===== config.mk =====
export PLATFORM = sky130hd
export DESIGN_NAME = seq_divider
export DESIGN_NICKNAME = d
export VERILOG_FILES = /design/src/rtl/div_pkg.sv /design/src/rtl/div_step.sv /design/src/rtl/seq_divider.sv
export SDC_FILE = /design/constraint.sdc
export NUM_CORES = 1
export LEC_CHECK = 0
export ABC_CLOCK_PERIOD_IN_PS = 3700
export BUFFER_PORTS_ARGS = -buffer_cell sky130_fd_sc_hd__buf_2
export CAP_MARGIN = 20
export CORE_MARGIN = 10
export CORE_UTILIZATION = 43
export CTS_BUF_LIST = sky130_fd_sc_hd__clkbuf_4 sky130_fd_sc_hd__clkbuf_8
export CTS_CLUSTER_SIZE = 24
export DETAILED_ROUTE_END_ITERATION = 12
export GPL_TIMING_DRIVEN = 0
export PLACE_DENSITY = 0.71
export SLEW_MARGIN = 20
export SYNTH_ARGS = -nofsm -noshare
export SYNTH_HDL_FRONTEND = slang
export SYNTH_SLANG_ARGS = --single-unit

===== constraint.sdc =====
create_clock -name clk -period 3.7 [get_ports clk]
set_input_delay 0 -clock clk [delete_from_list [all_inputs] [get_ports clk]]
set_output_delay 0 -clock clk [all_outputs]
set_load 0.01 [all_outputs]

===== src/rtl/div_pkg.sv =====
// Shared types and defaults for the sequential restoring divider.
package div_pkg;

    localparam int unsigned DefDw = 8;
    localparam int unsigned DefVw = 4;

    function automatic int unsigned cnt_width(input int unsigned dw);
        return (dw > 1) ? $clog2(dw) : 1;
    endfunction

    localparam int unsigned DefCntW = cnt_width(DefDw);

    typedef enum logic [1:0] {
        StIdle,
        StRun,
        StDone
    } state_e;

endpackage


===== src/rtl/div_step.sv =====
// One combinational restoring-division step: shift in a dividend bit, trial subtract.
module div_step #(
    parameter int unsigned VW = 4
) (
    input  logic [VW:0]   rem_in,
    input  logic          dvd_bit,
    input  logic [VW-1:0] divisor,
    output logic [VW:0]   rem_out,
    output logic          q_bit
);

    logic [VW:0]   shifted;
    logic [VW+1:0] diff;

    // rem_in is always < divisor, so its top bit is zero and the shift cannot overflow
    assign shifted = {rem_in[VW-1:0], dvd_bit};
    assign diff    = {1'b0, shifted} - {2'b00, divisor};
    assign q_bit   = ~diff[VW+1];
    assign rem_out = q_bit ? diff[VW:0] : shifted;

endmodule


===== src/rtl/seq_divider.sv =====
// Multi-cycle unsigned restoring divider, one quotient bit per cycle, valid/ready on both sides.
// Optional SEQ_DIVIDER_SELFCHECK_EN adds chk_err: quotient*divisor+remainder vs dividend.
module seq_divider
    import div_pkg::*;
#(
    parameter int unsigned DW = DefDw,
    parameter int unsigned VW = DefVw
) (
    input  logic          clk,
    input  logic          rst_n,
    input  logic          in_valid,
    output logic          in_ready,
    input  logic [DW-1:0] dividend,
    input  logic [VW-1:0] divisor,
    output logic          out_valid,
    input  logic          out_ready,
`ifdef SEQ_DIVIDER_SELFCHECK_EN
    output logic          chk_err,
`endif
    output logic [DW-1:0] quotient,
    output logic [VW-1:0] remainder,
    output logic          div_by_zero
);

    localparam int unsigned CntW = cnt_width(DW);

    state_e          state_q, state_d;
    logic [CntW-1:0] cnt_q, cnt_d;
    // Dividend bits leave at the MSB while quotient bits enter at the LSB
    logic [DW-1:0]   shreg_q, shreg_d;
    logic [VW-1:0]   dvs_q, dvs_d;
    logic [VW:0]     prem_q, prem_d;
    logic [DW-1:0]   quo_q, quo_d;
    logic [VW-1:0]   rem_q, rem_d;
    logic            dbz_q, dbz_d;

    logic [VW:0]     step_rem;
    logic            step_q;
    logic [DW-1:0]   fin_quo;
    logic            last_step;

    div_step #(.VW(VW)) u_step (
        .rem_in  (prem_q),
        .dvd_bit (shreg_q[DW-1]),
        .divisor (dvs_q),
        .rem_out (step_rem),
        .q_bit   (step_q)
    );

    assign fin_quo   = (shreg_q << 1) | DW'(step_q);
    assign last_step = (state_q == StRun) && (cnt_q == '0);

    always_comb begin
        state_d   = state_q;
        cnt_d     = cnt_q;
        shreg_d   = shreg_q;
        dvs_d     = dvs_q;
        prem_d    = prem_q;
        quo_d     = quo_q;
        rem_d     = rem_q;
        dbz_d     = dbz_q;
        in_ready  = 1'b0;
        out_valid = 1'b0;
        unique case (state_q)
            StIdle: begin
                in_ready = 1'b1;
                if (in_valid) begin
                    shreg_d = dividend;
                    dvs_d   = divisor;
                    if (divisor != '0) begin
                        state_d = StRun;
                        cnt_d   = CntW'(DW - 1);
                        prem_d  = '0;
                    end else begin
                        state_d = StDone;
                        quo_d   = '1;
                        rem_d   = '0;
                        dbz_d   = 1'b1;
                    end
                end
            end
            StRun: begin
                shreg_d = fin_quo;
                prem_d  = step_rem;
                cnt_d   = cnt_q - 1'b1;
                if (cnt_q == '0) begin
                    state_d = StDone;
                    quo_d   = fin_quo;
                    rem_d   = step_rem[VW-1:0];
                    dbz_d   = 1'b0;
                end
            end
            StDone: begin
                out_valid = 1'b1;
                if (out_ready) begin
                    state_d = StIdle;
                end
            end
            default: state_d = StIdle;
        endcase
    end

    always_ff @(posedge clk or negedge rst_n) begin
        if (!rst_n) begin
            state_q <= StIdle;
            cnt_q   <= '0;
            shreg_q <= '0;
            dvs_q   <= '0;
            prem_q  <= '0;
            quo_q   <= '0;
            rem_q   <= '0;
            dbz_q   <= 1'b0;
        end else begin
            state_q <= state_d;
            cnt_q   <= cnt_d;
            shreg_q <= shreg_d;
            dvs_q   <= dvs_d;
            prem_q  <= prem_d;
            quo_q   <= quo_d;
            rem_q   <= rem_d;
            dbz_q   <= dbz_d;
        end
    end

    assign quotient    = quo_q;
    assign remainder   = rem_q;
    assign div_by_zero = dbz_q;

`ifdef SEQ_DIVIDER_SELFCHECK_EN
    localparam int unsigned PW = DW + VW;

    logic [DW-1:0] dvd_orig_q;
    logic [PW-1:0] chk_prod;
    logic          chk_q, chk_d;

    assign chk_prod = PW'(fin_quo) * PW'(dvs_q) + PW'(step_rem[VW-1:0]);

    always_comb begin
        chk_d = chk_q;
        if (state_q == StIdle) begin
            chk_d = 1'b0;
        end else if (last_step) begin
            chk_d = (chk_prod != PW'(dvd_orig_q));
        end
    end

    always_ff @(posedge clk or negedge rst_n) begin
        if (!rst_n) begin
            dvd_orig_q <= '0;
            chk_q      <= 1'b0;
        end else begin
            if (state_q == StIdle && in_valid) begin
                dvd_orig_q <= dividend;
            end
            chk_q <= chk_d;
        end
    end

    assign chk_err = chk_q;
`else
    logic unused_last_step;
    assign unused_last_step = last_step;
`endif

endmodule


==> results.md <==
* Crit share post-route at 52.6%
* Area grow syn2layout at 21.8%
* Clock share of power at 15.8%
* Final nets at 238
* Distinct cells, synth at 37
* GP Congestion at 0.788
* Critical Path, Cell by Cell: ha_1 -> o21ai_1 -> a21oi_2 -> nor4_1 -> a211o_1 -> o21ai_0
* WS Path Type: reg2reg
* GR peak layer: met2
* Sink Count at 34
* Synthesized net count at 194
* CTS tree: yes
* Syn avg cell area at 10.1 sq um
* M2 GR Usage at 17.7%
* Hold Crit Class: in2reg
* Outcome: finished clean
* Final number of setup-violating endpoints at 0
* RSZ-0062 raised after global routing: no
* Worst IR drop on VDD at 0.421 mV
* Max_cap viols at 0
* P_leak at 1.03 nW
* Sum Neg Setup Slack at 0 ns
* Vias in the first global route at 1437
* H-tree levels at 2
* Top cells by area in the synthesized netlist: dfrtp_1 49%, nand2_1 7.4%, o21ai_0 7.3%
* Synthesized area at 1720 sq um
* Vias per inst at 5.11
* Hpwl dp at 2.82 mm
* Number of remaining DRC errors at 0
* Global-route wire length before repair at 6.96 mm
* Delay-heaviest family, CP: simple AND/OR/NAND/NOR gates
* Crit-path max FO at 3
* Sw Pwr at 0.000738 W
* Routed length per instance at 14.2 um
* Starting Density at 45.7%
* Critical path arrival at 2.09 ns
* Antenna diode count at 0
* Pin count of the biggest net entering global routing at 35
* Main synth FF type: dfrtp_1
* TritonCTS Buffers at 5
* Initial DRC count at 44
* Core area at 3770 sq um
* Logic gate share of total power at 48.5%
* Max clock buf depth at 2
* Clk_lat worst skew at 0.29 ns
* Final WL at 3.75 mm
* Cell-internal power at 0.00110 W
* DIE AREA at 6940 sq um
* Layout cell share with drive strength beyond 1 at 27.3%
* Slowest cell on the critical path: nor4_1
* Met3 usage at 3.81%
* Sequential power share at 35.7%
* Synth Warn # at 0
* Sw Share at 40.2%
* CP peak stage delay at 0.55 ns
* Crit end category: register
* Fmax at 514 MHz
* Die Y at 83.3 um
* Fin util at 55.6%
* Seq/Total Area, Yosys at 49.4%
* Yosys top cell by area: dfrtp_1
* Syn Inst Count at 171
* Slew HR at 48.8%
* Slew Viols, Final at 0
* #FFs+latches synth at 34
* Commonest cells after routing, fill and taps aside: 34 x nand2_1, 34 x dfrtp_1, 30 x buf_2
* Synth top area share at 49.4%
* Clock Skews at 0.00394 ns
* Post-CTS setup buffers at 0
* Initial antenna violation count at 0
* Total iterations of the first detailed-routing run at 4
* Grt ovf at 0
* CP startpoint kind: register
* Reg clk slew, reported paths at 0.07 ns
* Worst-Margin Slew at 0.768 ns
* DRT antenna net count at 0
* Vias at 1349
* Tot GR Track Use at 11.7%
* CP Buf/Inv Count at 0
* Final Hold Fails at 0
* Worst path required time at 3.85 ns
* Power per cell area at 874 nW/um^2
* Root buffer cell: clkbuf_8
* Async set-reset flop share out of synthesis at 100%
* # rows at 22
* # IOs at 31
* Crit path time final at 1.95 ns
* Chip width at 83.3 um
* Met1 Use GR at 15.1%
* Number of flops mapped to enable cells by yosys at 0
* Buffers on Ports at 30
-- stage by stage --
| stage | power [W] | instance area (sq um) | worst slack [ns] | cells | hold slack [ns] |
|---|---|---|---|---|---|
| 6_report | 0.00183 | 2100 | 1.75 | 264 | 0.00900 |
| 5_1_grt | 0.00201 | 2100 | 1.67 | 264 | 0.0169 |
| 4_1_cts | 0.00186 | 2100 | 1.78 | 264 | 0.00222 |
| 3_5_place_dp | 0.00156 | 1930 | 1.80 | 249 | 0.109 |
| 3_3_place_gp | 0.00152 | 1930 | 1.81 | 249 | 0.111 |
| 2_1_floorplan | 0.00130 | 1720 | 2.03 | 171 | -0.296 |
-- power groups by stage --
stage	Clock [W]	Sequential, W	Combinational [W]
after floorplan	0	0.000667	0.000628
after global placement	0	0.000657	0.000863
after detailed placement	0	0.000663	0.000893
after CTS	0.000297	0.000656	0.000903
after global routing	0.000312	0.000680	0.00102
final	0.000291	0.000654	0.000890
-- area by class of cell --
type	count	area [sq um]
fillers	369	1670
flip-flops and latches	34	851
multi-input cells	119	774
repair buffers	37	220
clock buffers	7	90.1
well taps	48	60.1
plain buffers	7	56.3
inverters	11	41.3
clock inverters	1	5.00
-- cells by family after synthesis --
logic type	Yosys count	synth area share, %
simple gates	57	17.6
fa+ha+maj	7	5.52
mux	5	3.12
flops	34	49.4
xor+xnor	1	0.508
buf+inv	18	5.66
compound gates	49	18.2
-- synth_stat cells, types with 2 or more instances --
library cell  number
a21oi_1            3
o21ai_0           25
nor2b_1            3
dfrtp_1           34
mux2i_1            2
nor2_1             5
a22oi_1            9
ha_1               6
nand2b_1           3
o21ai_2            3
clkbuf_1           3
inv_1             11
nand2_1           34
buf_6              4
mux2_2             3
o21ai_1            2
-- sequential cells by signal (all words and copies together), names as in the netlist --
signal and cells:
cnt_q 3, div_by_zero 1, state_q 2, prem_q 4, quotient 8, remainder 4, dvs_q 4, shreg_q 8
-- worst paths after layout --
check / to / slack [ns] / cells past startpoint / start
min in group asynchronous: state_q[0] / 0.32 / 2 / rst_n
worst max-delay path: quotient[0] / 1.75 / 6 / prem_q[1]
worst min-delay path: shreg_q[1] / 0.009 / 3 / dividend[1]
worst max register to register: quotient[0] / 1.75 / 6 / prem_q[1]
worst min register to register: quotient[4] / 0.46 / 2 / quotient[4]
max in group asynchronous: quotient[1] / 2.89 / 2 / rst_n
-- worst min-delay path: cells and delay by family --
kind / cells / cell delay (ns)
AO/OA/AOI/OAI: 2 / 0.18
buffers and inverters: 1 / 0.08
-- routing by layer --
metal	share of wire (%)	vias up	routed length, um
met5	0	-	0
met4	1.1	0	41
met3	4.1	6	155
met2	45	27	1700
met1	49	642	1850
li1	-	674	-
-- what timing repair did --
item | 4_1_cts | 5_1_grt
endpoints found under the hold margin | 40 | 0
hold buffers | 7 | 0
resized for setup | 0 | 0
Power figures use the tool's default switching activity.
